**src/rtl/fifo_serial_tx.sv**
```systemverilog
// ----------------------------------------------------------------------------
// fifo_serial_tx
//
// Purpose:
//    Pulls bytes from the head of a show-ahead FIFO and shifts each one out on
//    an asynchronous-style serial line: one start bit (low), eight data bits
//    LSB first, an optional even-parity bit, and one stop bit (high). Every bit
//    lasts CLKS_PER_BIT clock cycles. Frames run back to back with exactly one
//    idle (high) cycle between them while the FIFO has data and enable is high.
//
// Optional feature:
//    FIFO_SERIAL_TX_PARITY_EN -- when defined, an even-parity bit (XOR of the
//    eight data bits) is inserted between the last data bit and the stop bit.
//    When undefined, the parity state and all of its logic are absent.
//
// Parameters:
//    CLKS_PER_BIT  clock cycles per serial bit, legal range 4..65535. The lower
//                  bound gives the FIFO flag time to settle after a read before
//                  the next start decision is taken.
//
// Ports:
//    clk         in   sole clock, all state changes on the rising edge
//    reset       in   synchronous, active-high reset
//    enable      in   permits starting a new frame (does not affect a frame
//                     already in progress)
//    fifo_empty  in   FIFO empty flag, only looked at while idle
//    fifo_data   in   byte at the head of the FIFO
//    fifo_read   out  one-cycle read strobe per byte consumed
//    tx          out  serial line, idles high
//    busy        out  high whenever a frame is in progress
//
// All outputs are registered.
// ----------------------------------------------------------------------------
module fifo_serial_tx #(
   parameter int CLKS_PER_BIT = 16
) (
   input  logic       clk,
   input  logic       reset,
   input  logic       enable,
   input  logic       fifo_empty,
   input  logic [7:0] fifo_data,
   output logic       fifo_read,
   output logic       tx,
   output logic       busy
);

   // Reload value for the per-bit down-counter: a bit ends on the cycle the
   // counter reads zero, so loading N-1 yields exactly N cycles per bit.
   localparam logic [15:0] BIT_LAST = 16'(CLKS_PER_BIT - 1);

   // Frame sequencer states. The parity state only exists in parity builds.
   typedef enum logic [2:0] {
      IDLE   = 3'd0,
      START  = 3'd1,
      DATA   = 3'd2,
`ifdef FIFO_SERIAL_TX_PARITY_EN
      PARITY = 3'd3,
`endif
      STOP   = 3'd4
   } state_t;

   state_t      state;
   state_t      state_next;
   logic [15:0] bit_timer;
   logic [15:0] bit_timer_next;
   logic [7:0]  shift_reg;
   logic [7:0]  shift_next;
   logic [2:0]  bit_index;
   logic [2:0]  bit_index_next;
   logic        tx_next;
   logic        fifo_read_next;
   logic        busy_next;
   logic        bit_done;

`ifdef FIFO_SERIAL_TX_PARITY_EN
   logic        parity_bit;
   logic        parity_next;
`endif

   // The current bit has been held for its full CLKS_PER_BIT cycles.
   assign bit_done = (bit_timer == 16'd0);

   // State and output registers. Reset wins over everything, including a
   // start condition present in the same cycle, and drops any frame in
   // flight without touching the FIFO.
   always_ff @(posedge clk) begin
      if (reset) begin
         state     <= IDLE;
         bit_timer <= '0;
         shift_reg <= '0;
         bit_index <= '0;
         tx        <= 1'b1;
         fifo_read <= 1'b0;
         busy      <= 1'b0;
`ifdef FIFO_SERIAL_TX_PARITY_EN
         parity_bit <= 1'b0;
`endif
      end else begin
         state     <= state_next;
         bit_timer <= bit_timer_next;
         shift_reg <= shift_next;
         bit_index <= bit_index_next;
         tx        <= tx_next;
         fifo_read <= fifo_read_next;
         busy      <= busy_next;
`ifdef FIFO_SERIAL_TX_PARITY_EN
         parity_bit <= parity_next;
`endif
      end
   end

   // Next-state and next-output logic. Outputs are computed here one cycle
   // ahead and registered above, so tx changes on the same edge that moves
   // the state machine into the state that owns that bit value.
   always_comb begin
      state_next     = state;
      bit_timer_next = bit_timer;
      shift_next     = shift_reg;
      bit_index_next = bit_index;
      tx_next        = tx;
      fifo_read_next = 1'b0;
`ifdef FIFO_SERIAL_TX_PARITY_EN
      parity_next    = parity_bit;
`endif

      case (state)
         // Waiting for work. The byte is taken straight from the FIFO head on
         // the starting edge; the read strobe then pops it, so later changes
         // of fifo_data cannot disturb the frame.
         IDLE: begin
            tx_next = 1'b1;
            if (enable && !fifo_empty) begin
               shift_next     = fifo_data;
               fifo_read_next = 1'b1;
               tx_next        = 1'b0;
               bit_timer_next = BIT_LAST;
               state_next     = START;
`ifdef FIFO_SERIAL_TX_PARITY_EN
               parity_next    = ^fifo_data;
`endif
            end
         end

         // Start bit: line held low, then the LSB goes out.
         START: begin
            if (bit_done) begin
               tx_next        = shift_reg[0];
               bit_index_next = 3'd0;
               bit_timer_next = BIT_LAST;
               state_next     = DATA;
            end else begin
               bit_timer_next = bit_timer - 16'd1;
            end
         end

         // Data bits, LSB first. shift_reg[0] is the bit currently on the
         // line, so the following bit is shift_reg[1] before the shift.
         DATA: begin
            if (bit_done) begin
               bit_timer_next = BIT_LAST;
               if (bit_index == 3'd7) begin
`ifdef FIFO_SERIAL_TX_PARITY_EN
                  tx_next    = parity_bit;
                  state_next = PARITY;
`else
                  tx_next    = 1'b1;
                  state_next = STOP;
`endif
               end else begin
                  tx_next        = shift_reg[1];
                  shift_next     = {1'b0, shift_reg[7:1]};
                  bit_index_next = bit_index + 3'd1;
               end
            end else begin
               bit_timer_next = bit_timer - 16'd1;
            end
         end

`ifdef FIFO_SERIAL_TX_PARITY_EN
         // Even-parity bit, captured together with the byte.
         PARITY: begin
            if (bit_done) begin
               tx_next        = 1'b1;
               bit_timer_next = BIT_LAST;
               state_next     = STOP;
            end else begin
               bit_timer_next = bit_timer - 16'd1;
            end
         end
`endif

         // Stop bit: line high. Returning to IDLE leaves tx high, which gives
         // the single idle cycle before the next start decision.
         STOP: begin
            if (bit_done) begin
               tx_next    = 1'b1;
               state_next = IDLE;
            end else begin
               bit_timer_next = bit_timer - 16'd1;
            end
         end

         default: begin
            tx_next    = 1'b1;
            state_next = IDLE;
         end
      endcase

      // busy mirrors the registered state, so it rises on the starting edge
      // and falls on the edge that re-enters IDLE.
      busy_next = (state_next != IDLE);
   end

endmodule

```
**config.mk**
```make
export PLATFORM = sky130hd
export DESIGN_NAME = fifo_serial_tx
export DESIGN_NICKNAME = d
export VERILOG_FILES = /design/src/rtl/fifo_serial_tx.sv
export SDC_FILE = /design/constraint.sdc
export NUM_CORES = 1
export LEC_CHECK = 0
export CAP_MARGIN = 15
export CORE_MARGIN = 1
export CORE_UTILIZATION = 51
export DETAILED_ROUTE_END_ITERATION = 10
export PLACE_DENSITY = 0.84
export SKIP_LAST_GASP = 1
export SLEW_MARGIN = 20
export SYNTH_ARGS = -nofsm -noshare
export SYNTH_HDL_FRONTEND = slang
export SYNTH_SLANG_ARGS = --single-unit
```
**constraint.sdc**
```tcl
create_clock -name clk -period 2.1 [get_ports clk]
set_clock_uncertainty 0.2 [all_clocks]
set_input_delay 0.63 -clock clk [delete_from_list [all_inputs] [get_ports clk]]
set_output_delay 0.63 -clock clk [all_outputs]
set_load 0.05 [all_outputs]
```
# Yosys cells after proc, flatten, opt, wreduce, memory -nomap -nowiden
# Index checks and enable logic that the tools add are counted.
# op_classes
addsub,2
eq_ne,10
bitwise_logic,1
n_reduce_logical,14
muxes,25
# ops
op,count
$mux W16,3
$pmux W16 S3,1
$mux W3,8
$mux W8,3
$logic_not A16 Y1,1
$pmux W8 S2,1
$sub A16 B1 Y16 const B,1
$ne A2 B2 Y1 const B,6
$pmux W3 S4,1
$reduce_and A4 Y1,2
$eq A3 B3 Y1 const B,2
$mux W1,6
$pmux W3 S2,1
$reduce_and A3 Y1,2
$reduce_bool A3 Y1,2
$pmux W1 S4,1
$reduce_bool A2 Y1,2
$reduce_or A2 Y1,2
$add A3 B1 Y3 const B,1
$eq A3 B1 Y1 const B,1
$eq A3 B2 Y1 const B,1
$logic_not A3 Y1,1
$logic_and A1 B1 Y1,1
$logic_not A1 Y1,1
$not A1 Y1,1
# word_totals
regBits,33
elab_cells,59
out_inout_bits,3

# Logic depth before layout (Yosys ltp)
# Gate-level depths: netlist of run 1.
# logic_depth
ltp_word,5
depth_mapped,8
mapped_depth_nobuf,7

# Worst setup path before layout of run 1
# OpenSTA, ideal clock, no wires.
# synth_timing
path_kind,input to register
from,input port fifo_empty
to,register bit_timer[10]
required_time_ps,1828
stages,5
arrival_ps,1932
setup_ps,72
n_path_buf,0
setup_slack_ps,-104
path_cell_list,nand2b_1 -> a31oi_2 -> o21ai_4 -> or4_2 -> a21oi_1
# synth_between
elab_chain_cells,4
# synth_rtl
element,line_no,rtl
"start, declared",40,"input logic fifo_empty,"
$logic_not A1 Y1,132,if (enable && !fifo_empty) begin
$logic_and A1 B1 Y1,132,
$ne A2 B2 Y1 (no source line),-,
$reduce_and A3 Y1 (no source line),-,
"end signal, assigned",100,bit_timer <= bit_timer_next;
"end, declared",64,logic [15:0] bit_timer;
# No other way between the ends.
# A chain may end at the register's enable or synchronous reset.

# Worst setup path after layout of run 1
# layout_timing
from,register bit_timer[13]
to,register bit_timer[13]
# layout_between
elab_chain_cells,3
# layout_rtl
element,line_no,rtl
$sub A16 B1 Y16 / $logic_not A16 Y1 (equally long branches),-,
"$mux W16, or another cell as far along",195,if (bit_done) begin
$pmux W16 S3 / $reduce_and A3 Y1 (equally long branches),-,
# Several ways; a longest one is shown, not always the timed one. The select of a mux whose other input is x is not followed.

==> results.yml, run 1 <==
global_routing:
  via_count_of_the_first_global_routing_pass: 1654
  pin_count_of_the_biggest_net_entering_global_routing: 23
  antenna_found_initial: 0
  global_route.usage.total: 0.269
  grt_overflow: 0
  global_route_wire_length_before_repair_mm: 7.18
cts:
  numClockSinks: 33
  tritoncts: "built"
  htreeDepth: 2
  cts.reportedPaths.clkPinSlew_ns: 0.09
  numCtsBuffers: 5
  ctsLongestPathBuffers: 2
  cts_hold_fix_bufs: 0
  insertion_delay_ns: 0.34
  ctsRootBufferMaster: "sky130_fd_sc_hd__clkbuf_4"
logic_synthesis:
  sequential_to_total_area_share_from_yosys_stat: 0.378
  synth-edff-count: 0
  syn-mean-instance-area_sq_um: 8.75
  main_combinational_cell_family_by_area_after_synthesis: "simple AND/OR/NAND/NOR gates"
  synth_area_leaders: "sky130_fd_sc_hd__dfxtp_1 (38%), sky130_fd_sc_hd__nor2_1 (5.2%), sky130_fd_sc_hd__a21oi_1 (4.9%), sky130_fd_sc_hd__o221a_2 (4.5%), sky130_fd_sc_hd__ha_1 (2.9%)"
  post_synth_mux_area_share: 0.0114
  area_share_of_xor_xnor_cells_in_the_synthesized_design: 0.0150
  syn_inst: 200
  synth_top_cell_area_share: 0.378
  synthAdderAreaFrac: 0.0343
  synth_cell_type_count: 50
  synthDominantAreaCellType: "sky130_fd_sc_hd__dfxtp_1"
  most_common_library_cells_after_synthesis: "sky130_fd_sc_hd__dfxtp_1 (33), sky130_fd_sc_hd__nor2_1 (24), sky130_fd_sc_hd__a21oi_1 (17)"
  synth.most_common_cell: "sky130_fd_sc_hd__dfxtp_1"
  post_synth_instance_area_sq_um: 1750
  synth_compound_area_frac: 0.236
  synthArstFlopShare: 0
  syn-num-nets: 216
  ys.warnings.count: 0
  synth_ff_type: "sky130_fd_sc_hd__dfxtp_1"
  synth_simple_gate_area_share: 0.281
  ffs_latches_synth: 33
placed_design:
  place.detailed.hpwl_mm: 3.12
  numPortBuffers: 14
  dp_worst_setup_slack_ns: -0.496
  dpl-instance-area_sq_um: 2190
  place_congestion: 0.923
drt:
  drc_errors: 0
  drt-pass1-iter-count: 4
  detail_route.iter0.violations: 113
  drt-vias-per-instance: 5.94
  detail_route.wirelength_mm: 4.83
  post_drt_wl_per_cell_microns: 16.1
  dr_total_vias: 1789
  detail-route-antenna-nets: 0
setup_path:
  r2r_end: "bit_timer[13]"
  worst_setup_path_start_kind: "flip-flop"
  timing.reg2reg.setup_slack_ns: -0.08
  timing.critical_path.to_type: "flip-flop"
  critPathArrivalTime_ns: 2.24
  crit_path_start: "bit_timer[13]"
  required_ns: 2.15
  worstReg2RegStart: "bit_timer[13]"
  reg2regPathDepth: 6
  timing.critical_path.fanout_max: 6
  timing.critical_path.to: "bit_timer[13]"
  critPathKind: "flip-flop to flip-flop"
floorplanning:
  floorplan.core_area_sq_um: 3150
  start_util: 0.555
  floorplan.rows: 20
  die_area_sq_um: 3670
  fp.dieW_microns: 60.6
  pin_count: 15
  die_height_microns: 60.6
power:
  irDropWorstVdd_mv: 0.557
  share_comb_of_total_power: 0.480
  intPower_uw: 1310
  swShare: 0.385
  seq_power_share: 0.361
  p_sw_uw: 820
  p_leak_uw: 0.000981
  power_density_nw_per_um2: 866
  clk_pwr_share: 0.160
timing:
  timing_worst_slew_pin_value_ns: 0.349
  setup_viol: 13
  hold_viol: 0
  fmax_mhz: 458
  headroom_to_the_max_slew_limit: 0.766
  final-max-slew-violation-count: 0
  setup_repair_after_global_routing_missed_its_margin: "true"
  final.setup.tns_ns: -0.384
  post-route-period-util: 1.04
  setup_slack_ns: -0.0841
  min_tclk_post_route_ns: 2.18
cells_and_area:
  antennaDiodeCount: 0
  largest_register_ffs: 16
  num-nets-final: 272
  areaGrowthSynthToFinish_pct: 40.6
  layout_cell_share_with_drive_strength_beyond_1: 0.416
  stdcell_area_sq_um: 2460
run_status:
  failed_checks: "negative setup slack"
  status: "finished with violations"
worst_hold_path:
  hold_path.class: "flip-flop to flip-flop"
job:
  cap_violations: 0
-- worst max-delay path, stage by stage, from the launching register on --
cell and delay (ns):
sky130_fd_sc_hd__dfxtp_2 0.33, sky130_fd_sc_hd__or4_4 0.54, sky130_fd_sc_hd__or3_4 0.39, sky130_fd_sc_hd__o21ai_4 0.20, sky130_fd_sc_hd__buf_6 0.16, sky130_fd_sc_hd__a21oi_1 0.05, sky130_fd_sc_hd__a211oi_2 0.23
-- kinds of logic (layout without fill, tap and decap cells) --
group | count (synthesis) | in the layout
AND/OR/NAND/NOR | 86 | 86
AO/OA/AOI/OAI | 55 | 55
flip-flops | 33 | 33
buffers and inverters | 16 | 73
adder cells (fa/ha/maj) | 5 | 5
XOR/XNOR | 3 | 3
multiplexers | 2 | 2
-- power by group through the flow --
stage	registers [uW]	clock network, uW	logic (uW)
floorplan	800	0	488
global placement	764	0	814
detailed placement	767	0	832
CTS	756	342	885
global route	776	362	1100
finish	768	340	1020
-- repair_timing --
item | CTS | global route
pin swaps | 7 | 14
setup buffers | 4 | 1
endpoints found under the setup margin | 15 | 28
gates resized for setup | 16 | 38
-- routing by layer --
layer  routed length, microns  GRT usage  share of wire  up-vias
met5                        0          0              0        -
met4                      173      0.179          0.036        0
met3                      207     0.0512          0.043       19
met2                     2480      0.447           0.51       59
met1                     1970      0.317           0.41      843
li1                         -          -              -      868
-- final cells by class --
type / count / area, sq um
Fill cell: 213 / 693
Multi-Input combinational cell: 151 / 1170
Inverter: 8 / 30.0
Clock buffer: 8 / 48.8
Timing Repair Buffer: 57 / 479
Sequential cell: 33 / 672
Tap cell: 44 / 55.1
-- layout by cell type (no fill, tap or decap), types with 5 or more instances in the layout --
master,Yosys,final
sky130_fd_sc_hd__dfxtp_1,33,24
sky130_fd_sc_hd__nand3_1,5,5
sky130_fd_sc_hd__o221a_2,7,7
sky130_fd_sc_hd__buf_4,0,39
sky130_fd_sc_hd__nor2_1,24,22
sky130_fd_sc_hd__dfxtp_2,0,9
sky130_fd_sc_hd__a21oi_1,17,13
sky130_fd_sc_hd__clkbuf_4,0,5
sky130_fd_sc_hd__clkdlybuf4s50_1,0,9
sky130_fd_sc_hd__nor3_1,9,5
sky130_fd_sc_hd__inv_1,8,6
sky130_fd_sc_hd__nand2_1,12,11
sky130_fd_sc_hd__a31oi_1,5,5
sky130_fd_sc_hd__buf_6,2,7
-- through the flow --
| stage | total power, uW | instances | util | hold WS (ns) |
|---|---|---|---|---|
| 2_1_floorplan | 1290 | 200 | - | 0.236 |
| 3_3_place_gp | 1580 | 288 | 0.695 | 0.244 |
| 3_5_place_dp | 1600 | 288 | 0.695 | 0.253 |
| 4_1_cts | 1980 | 300 | 0.734 | 0.267 |
| 5_1_grt | 2240 | 301 | 0.780 | 0.279 |
| 6_report | 2130 | 301 | 0.780 | 0.266 |
-- worst min path at each step --
| stage | start | end | slack, ns | depth (start not counted) |
|---|---|---|---|---|
| finish | bit_timer[0] | bit_timer[0] | 0.27 | 1 |
| global route | bit_timer[0] | bit_timer[0] | 0.28 | 1 |
| CTS | bit_index[2] | bit_index[2] | 0.27 | 2 |
| detailed placement | bit_index[2] | bit_index[2] | 0.25 | 2 |
| global placement | bit_index[1] | bit_index[1] | 0.24 | 2 |
| floorplan | bit_index[1] | bit_index[1] | 0.24 | 2 |
No activity file was read; power rests on OpenSTA's default activity.
==> run 2: changes to the inputs <==
- SKIP_LAST_GASP: 1 -> not set
==> results.yml, run 2 (synthesis results as in run 1) <==
placed_design:
  place.detailed.hpwl_mm: 3.12
  numPortBuffers: 14
  place_congestion: 0.923
  dp_worst_setup_slack_ns: -0.496
global_routing:
  global_route_wire_length_before_repair_mm: 7.18
  antenna_found_initial: 0
  global_route.usage.total: 0.269
  via_count_of_the_first_global_routing_pass: 1654
  pin_count_of_the_biggest_net_entering_global_routing: 23
  grt_overflow: 0
floorplanning:
  pin_count: 15
  start_util: 0.555
  fp.dieW_microns: 60.6
  floorplan.rows: 20
  die_area_sq_um: 3670
  floorplan.core_area_sq_um: 3150
  die_height_microns: 60.6
power:
  total_power_uw: 2160
  power_density_nw_per_um2: 870
  p_leak_uw: 0.000985
  irDropWorstVdd_mv: 0.571
timing:
  setup_slack_ns: -0.103
  hold_viol: 0
  setup_viol: 16
  fmax_mhz: 454
  min_tclk_post_route_ns: 2.20
  final-max-slew-violation-count: 0
  headroom_to_the_max_slew_limit: 0.765
  setup_repair_after_global_routing_missed_its_margin: "true"
  post-route-period-util: 1.05
  timing_worst_slew_pin_value_ns: 0.352
setup_path:
  timing.critical_path.fanout_max: 6
  critPathKind: "flip-flop to flip-flop"
  critPathArrivalTime_ns: 2.26
  worstReg2RegStart: "bit_timer[13]"
  timing.reg2reg.setup_slack_ns: -0.10
  crit_path_start: "bit_timer[13]"
  worst_setup_path_start_kind: "flip-flop"
  r2r_end: "bit_timer[14]"
  required_ns: 2.16
  timing.critical_path.to_type: "flip-flop"
  reg2regPathDepth: 6
cells_and_area:
  largest_register_ffs: 16
  layout_cell_share_with_drive_strength_beyond_1: 0.436
  antennaDiodeCount: 0
  multi_input_comb_area_sq_um: 1190
  num-nets-final: 272
  areaGrowthSynthToFinish_pct: 42.0
  register_area_sq_um: 672
  most-common-layout-cells: "sky130_fd_sc_hd__buf_4 (37), sky130_fd_sc_hd__dfxtp_1 (24), sky130_fd_sc_hd__nor2_1 (21)"
  layout_commonest_cell: "sky130_fd_sc_hd__buf_4"
  num-fill-cells: 208
  finish.utilization: 0.788
drt:
  dr_total_vias: 1821
  post_drt_wl_per_cell_microns: 16.6
  drc_errors: 0
  drt-pass1-iter-count: 4
  detail_route.iter0.violations: 122
  detail-route-antenna-nets: 0
  drt-vias-per-instance: 6.05
  detail_route.wirelength_mm: 5.01
job:
  cap_violations: 0
cts:
  numClockSinks: 33
  tritoncts: "built"
  ctsRootBufferMaster: "sky130_fd_sc_hd__clkbuf_4"
  cts.reportedPaths.clkPinSlew_ns: 0.09
  insertion_delay_ns: 0.34
  htreeDepth: 2
  numCtsBuffers: 5
  ctsLongestPathBuffers: 2
run_status:
  status: "finished with violations"
  failed_checks: "negative setup slack"
worst_hold_path:
  hold_path.class: "flip-flop to flip-flop"
  hp-start: "bit_timer[0]"
  hold-path-endpoint: "bit_timer[0]"
  hold-path-cell-count: 1
run 2: cell count changes in the layout (fill, tap and decap cells not counted):
| cell | previous run | this run |
|---|---|---|
| sky130_fd_sc_hd__a21oi_1 | 13 | 12 |
| sky130_fd_sc_hd__a21oi_2 | 4 | 5 |
| sky130_fd_sc_hd__a221oi_1 | 1 | 0 |
| sky130_fd_sc_hd__a221oi_2 | 0 | 1 |
| sky130_fd_sc_hd__and3_1 | 1 | 0 |
| sky130_fd_sc_hd__and3_2 | 0 | 1 |
| sky130_fd_sc_hd__buf_4 | 39 | 37 |
| sky130_fd_sc_hd__buf_6 | 7 | 9 |
| sky130_fd_sc_hd__nand2_1 | 11 | 10 |
| sky130_fd_sc_hd__nand2_2 | 1 | 2 |
| sky130_fd_sc_hd__nor2_1 | 22 | 21 |
| sky130_fd_sc_hd__nor2_2 | 1 | 2 |
run 2: area by class of cell:
| cell class | count | area share |
|---|---|---|
| flip-flops and latches | 33 | 0.271 |
| multi-input cells | 151 | 0.480 |
| clock buffers | 8 | 0.0196 |
| inverters | 8 | 0.0121 |
| repair buffers | 57 | 0.196 |
| well taps | 44 | 0.0222 |
run 2: worst max-delay path by stage:
stage | slack [ns] | cells past startpoint | to
after floorplan | 0.04 | 7 | bit_index[2]
after global placement | -0.42 | 6 | bit_timer[8]
after detailed placement | -0.50 | 6 | bit_timer[8]
after CTS | -0.06 | 6 | bit_timer[7]
after global routing | -0.13 | 8 | bit_timer[3]
final | -0.10 | 6 | bit_timer[14]
run 2: per-layer routing:
metal | global-route usage | vias up | wire length [microns]
li1 | - | 866 | -
met4 | 0.179 | 0 | 187
met1 | 0.317 | 863 | 2030
met5 | 0 | - | 0
met3 | 0.0512 | 21 | 258
met2 | 0.447 | 71 | 2530
run 2: timing repair:
item                       in CTS  in global routing
resized for setup              16                 45
pin swaps                       8                 16
setup endpoints to repair      15                 28
hold buffers                    0                  0
cloned                          0                  0
setup buffers                   4                  1
run 2: report_power, final:
part	total (uW)	internal, uW	switching [uW]
clock network	342	133	209
logic	1050	484	566
registers	769	702	66.8
total	2160	1320	841
run 2: metrics by stage:
stage / instances / setup TNS, ns / instance area (sq um) / hold slack, ns
4_1_cts: 300 / -0.131 / 2310 / 0.267
3_5_place_dp: 288 / -7.32 / 2190 / 0.253
6_report: 301 / -0.722 / 2480 / 0.265
2_1_floorplan: 200 / 0 / 1770 / 0.236
5_1_grt: 301 / -1.62 / 2480 / 0.279
3_3_place_gp: 288 / -6.23 / 2190 / 0.244
run 2: critical path, cell delays in order (launching register included):
cell and delay, ns:
sky130_fd_sc_hd__dfxtp_2 0.33, sky130_fd_sc_hd__or4_4 0.56, sky130_fd_sc_hd__or3_4 0.40, sky130_fd_sc_hd__o21ai_4 0.20
sky130_fd_sc_hd__buf_6 0.17, sky130_fd_sc_hd__a21oi_1 0.05, sky130_fd_sc_hd__a211oi_1 0.21
==> run 3: changes to the inputs <==
- CORE_MARGIN: 1 -> 3
==> results.yml, run 3 (synthesis results as in run 1) <==
setup_path:
  timing.critical_path.fanout_max: 3
  required_ns: 2.14
  timing.critical_path.to_type: "flip-flop"
  critPathKind: "flip-flop to flip-flop"
  critPathArrivalTime_ns: 2.23
  worst_setup_path_start_kind: "flip-flop"
cells_and_area:
  multi_input_comb_area_sq_um: 1170
  areaGrowthSynthToFinish_pct: 40.3
  antennaDiodeCount: 0
  most-common-layout-cells: "sky130_fd_sc_hd__buf_4 (41), sky130_fd_sc_hd__dfxtp_1 (27), sky130_fd_sc_hd__nor2_1 (22)"
  register_area_sq_um: 671
  largest_register_ffs: 16
  layout_commonest_cell: "sky130_fd_sc_hd__buf_4"
  instances_no_fill: 300
  layout_cell_share_with_drive_strength_beyond_1: 0.414
  num-fill-cells: 213
  num-nets-final: 273
power:
  clk_pwr_share: 0.151
  p_sw_uw: 844
  irDropWorstVdd_mv: 0.475
  p_leak_uw: 0.000988
  swShare: 0.388
  share_comb_of_total_power: 0.496
  intPower_uw: 1330
  power_density_nw_per_um2: 886
  seq_power_share: 0.353
drt:
  detailroute.wirelength.met2_mm: 2.56
  drt-pass1-iter-count: 4
  dr_total_vias: 1820
  drt-vias-per-instance: 6.07
  detail_route.wirelength_mm: 5.09
  top_layer_used: "met4"
  detail_route.iter0.violations: 189
  detail-route-antenna-nets: 0
  routedLengthMet1_mm: 2.02
  post_drt_wl_per_cell_microns: 17.0
  dr_wl_met3_microns: 321
  drc_errors: 0
timing:
  fmax_mhz: 455
  hold_viol: 0
  min_tclk_post_route_ns: 2.20
  timing_worst_slew_pin_value_ns: 0.387
  final-max-slew-violation-count: 0
  headroom_to_the_max_slew_limit: 0.740
  setup_slack_ns: -0.0980
  setup_repair_after_global_routing_missed_its_margin: "true"
  whs_ns: 0.283
  post-route-period-util: 1.05
  setup_viol: 12
cts:
  numCtsBuffers: 5
  numClockSinks: 33
  htreeDepth: 2
  ctsLongestPathBuffers: 2
  ctsRootBufferMaster: "sky130_fd_sc_hd__clkbuf_4"
  tritoncts: "built"
  insertion_delay_ns: 0.35
  cts.reportedPaths.clkPinSlew_ns: 0.11
  cts_hold_fix_bufs: 0
floorplanning:
  die_area_sq_um: 4170
  floorplan.rows: 20
  floorplan.core_area_sq_um: 3150
  fp.dieW_microns: 64.6
  pin_count: 15
  start_util: 0.555
  die_height_microns: 64.6
placed_design:
  numPlacedInstances: 285
  numPortBuffers: 14
  place_congestion: 0.917
  place.detailed.hpwl_mm: 3.16
global_routing:
  grt_overflow: 0
  global_route.usage.total: 0.242
  global_route_wire_length_before_repair_mm: 7.87
  pin_count_of_the_biggest_net_entering_global_routing: 23
  antenna_found_initial: 0
  via_count_of_the_first_global_routing_pass: 1683
run_status:
  status: "finished with violations"
  failed_checks: "negative setup slack"
worst_hold_path:
  hold_path.class: "flip-flop to flip-flop"
job:
  cap_violations: 0
## run 3: cell count changes in the layout (fill, tap and decap cells not counted), moves of 2 or more
cell                       delta
sky130_fd_sc_hd__dfxtp_2      -4
sky130_fd_sc_hd__dfxtp_1      +3
sky130_fd_sc_hd__a211oi_2     +2
sky130_fd_sc_hd__clkbuf_1     -3
sky130_fd_sc_hd__a211oi_1     -2
sky130_fd_sc_hd__nand2_1      +2
sky130_fd_sc_hd__inv_4        +2
sky130_fd_sc_hd__inv_2        -2
sky130_fd_sc_hd__nand2_2      -2
sky130_fd_sc_hd__buf_4        +4
sky130_fd_sc_hd__buf_6        -3
## run 3: area by class of cell
cell class	instances	area share
clock inverters	1	0.00204
inverters	8	0.0143
flip-flops and latches	33	0.273
multi-input cells	151	0.476
clock buffers	5	0.0153
repair buffers	58	0.197
well taps	44	0.0224
## run 3: metal layers
layer,global-route usage,up-vias
met5,0,-
met4,0.103,0
li1,-,857
met2,0.405,85
met3,0.0503,24
met1,0.300,854
## run 3: timing repair
item                       in CTS  in global routing
resized for setup              19                 31
gates cloned                    0                  0
setup endpoints to repair      14                 27
pin swaps                       5                  7
buffers inserted                3                  6
## run 3: final timing paths
kind                      start  slack [ns]           end  cells after the start
setup / recovery  bit_timer[13]        -0.1  bit_timer[6]                      7
hold reg to reg    bit_index[1]        0.28  bit_index[1]                      2
setup reg to reg  bit_timer[13]        -0.1  bit_timer[6]                      7
hold / removal     bit_index[1]        0.28  bit_index[1]                      2
## run 3: worst max-delay path: stages, from the launching register on
cell and delay (ns):
sky130_fd_sc_hd__dfxtp_2 0.33, sky130_fd_sc_hd__or4_4 0.54, sky130_fd_sc_hd__or3_4 0.38, sky130_fd_sc_hd__buf_4 0.15, sky130_fd_sc_hd__o21a_1 0.21, sky130_fd_sc_hd__buf_4 0.15, sky130_fd_sc_hd__nand3_1 0.07, sky130_fd_sc_hd__a21oi_1 0.06
## run 3: per-stage QoR
step	setup WS, ns	TNS [ns]	area (sq um)	power [uW]	utilization
finish	-0.0980	-0.687	2450	2170	0.778
global route	-0.168	-2.64	2450	2300	0.778
CTS	-0.0848	-0.405	2290	1990	0.727
detailed placement	-0.501	-6.64	2170	1610	0.688
global placement	-0.426	-6.13	2170	1580	0.688
floorplan	0.0364	0	1770	1290	-
## run 3: power groups by stage
stage,sequential [uW],clock (uW),combinational (uW)
after floorplan,800,0,488
after global placement,765,0,820
after detailed placement,769,0,837
after CTS,758,331,901
after global routing,777,356,1170
final,768,327,1080
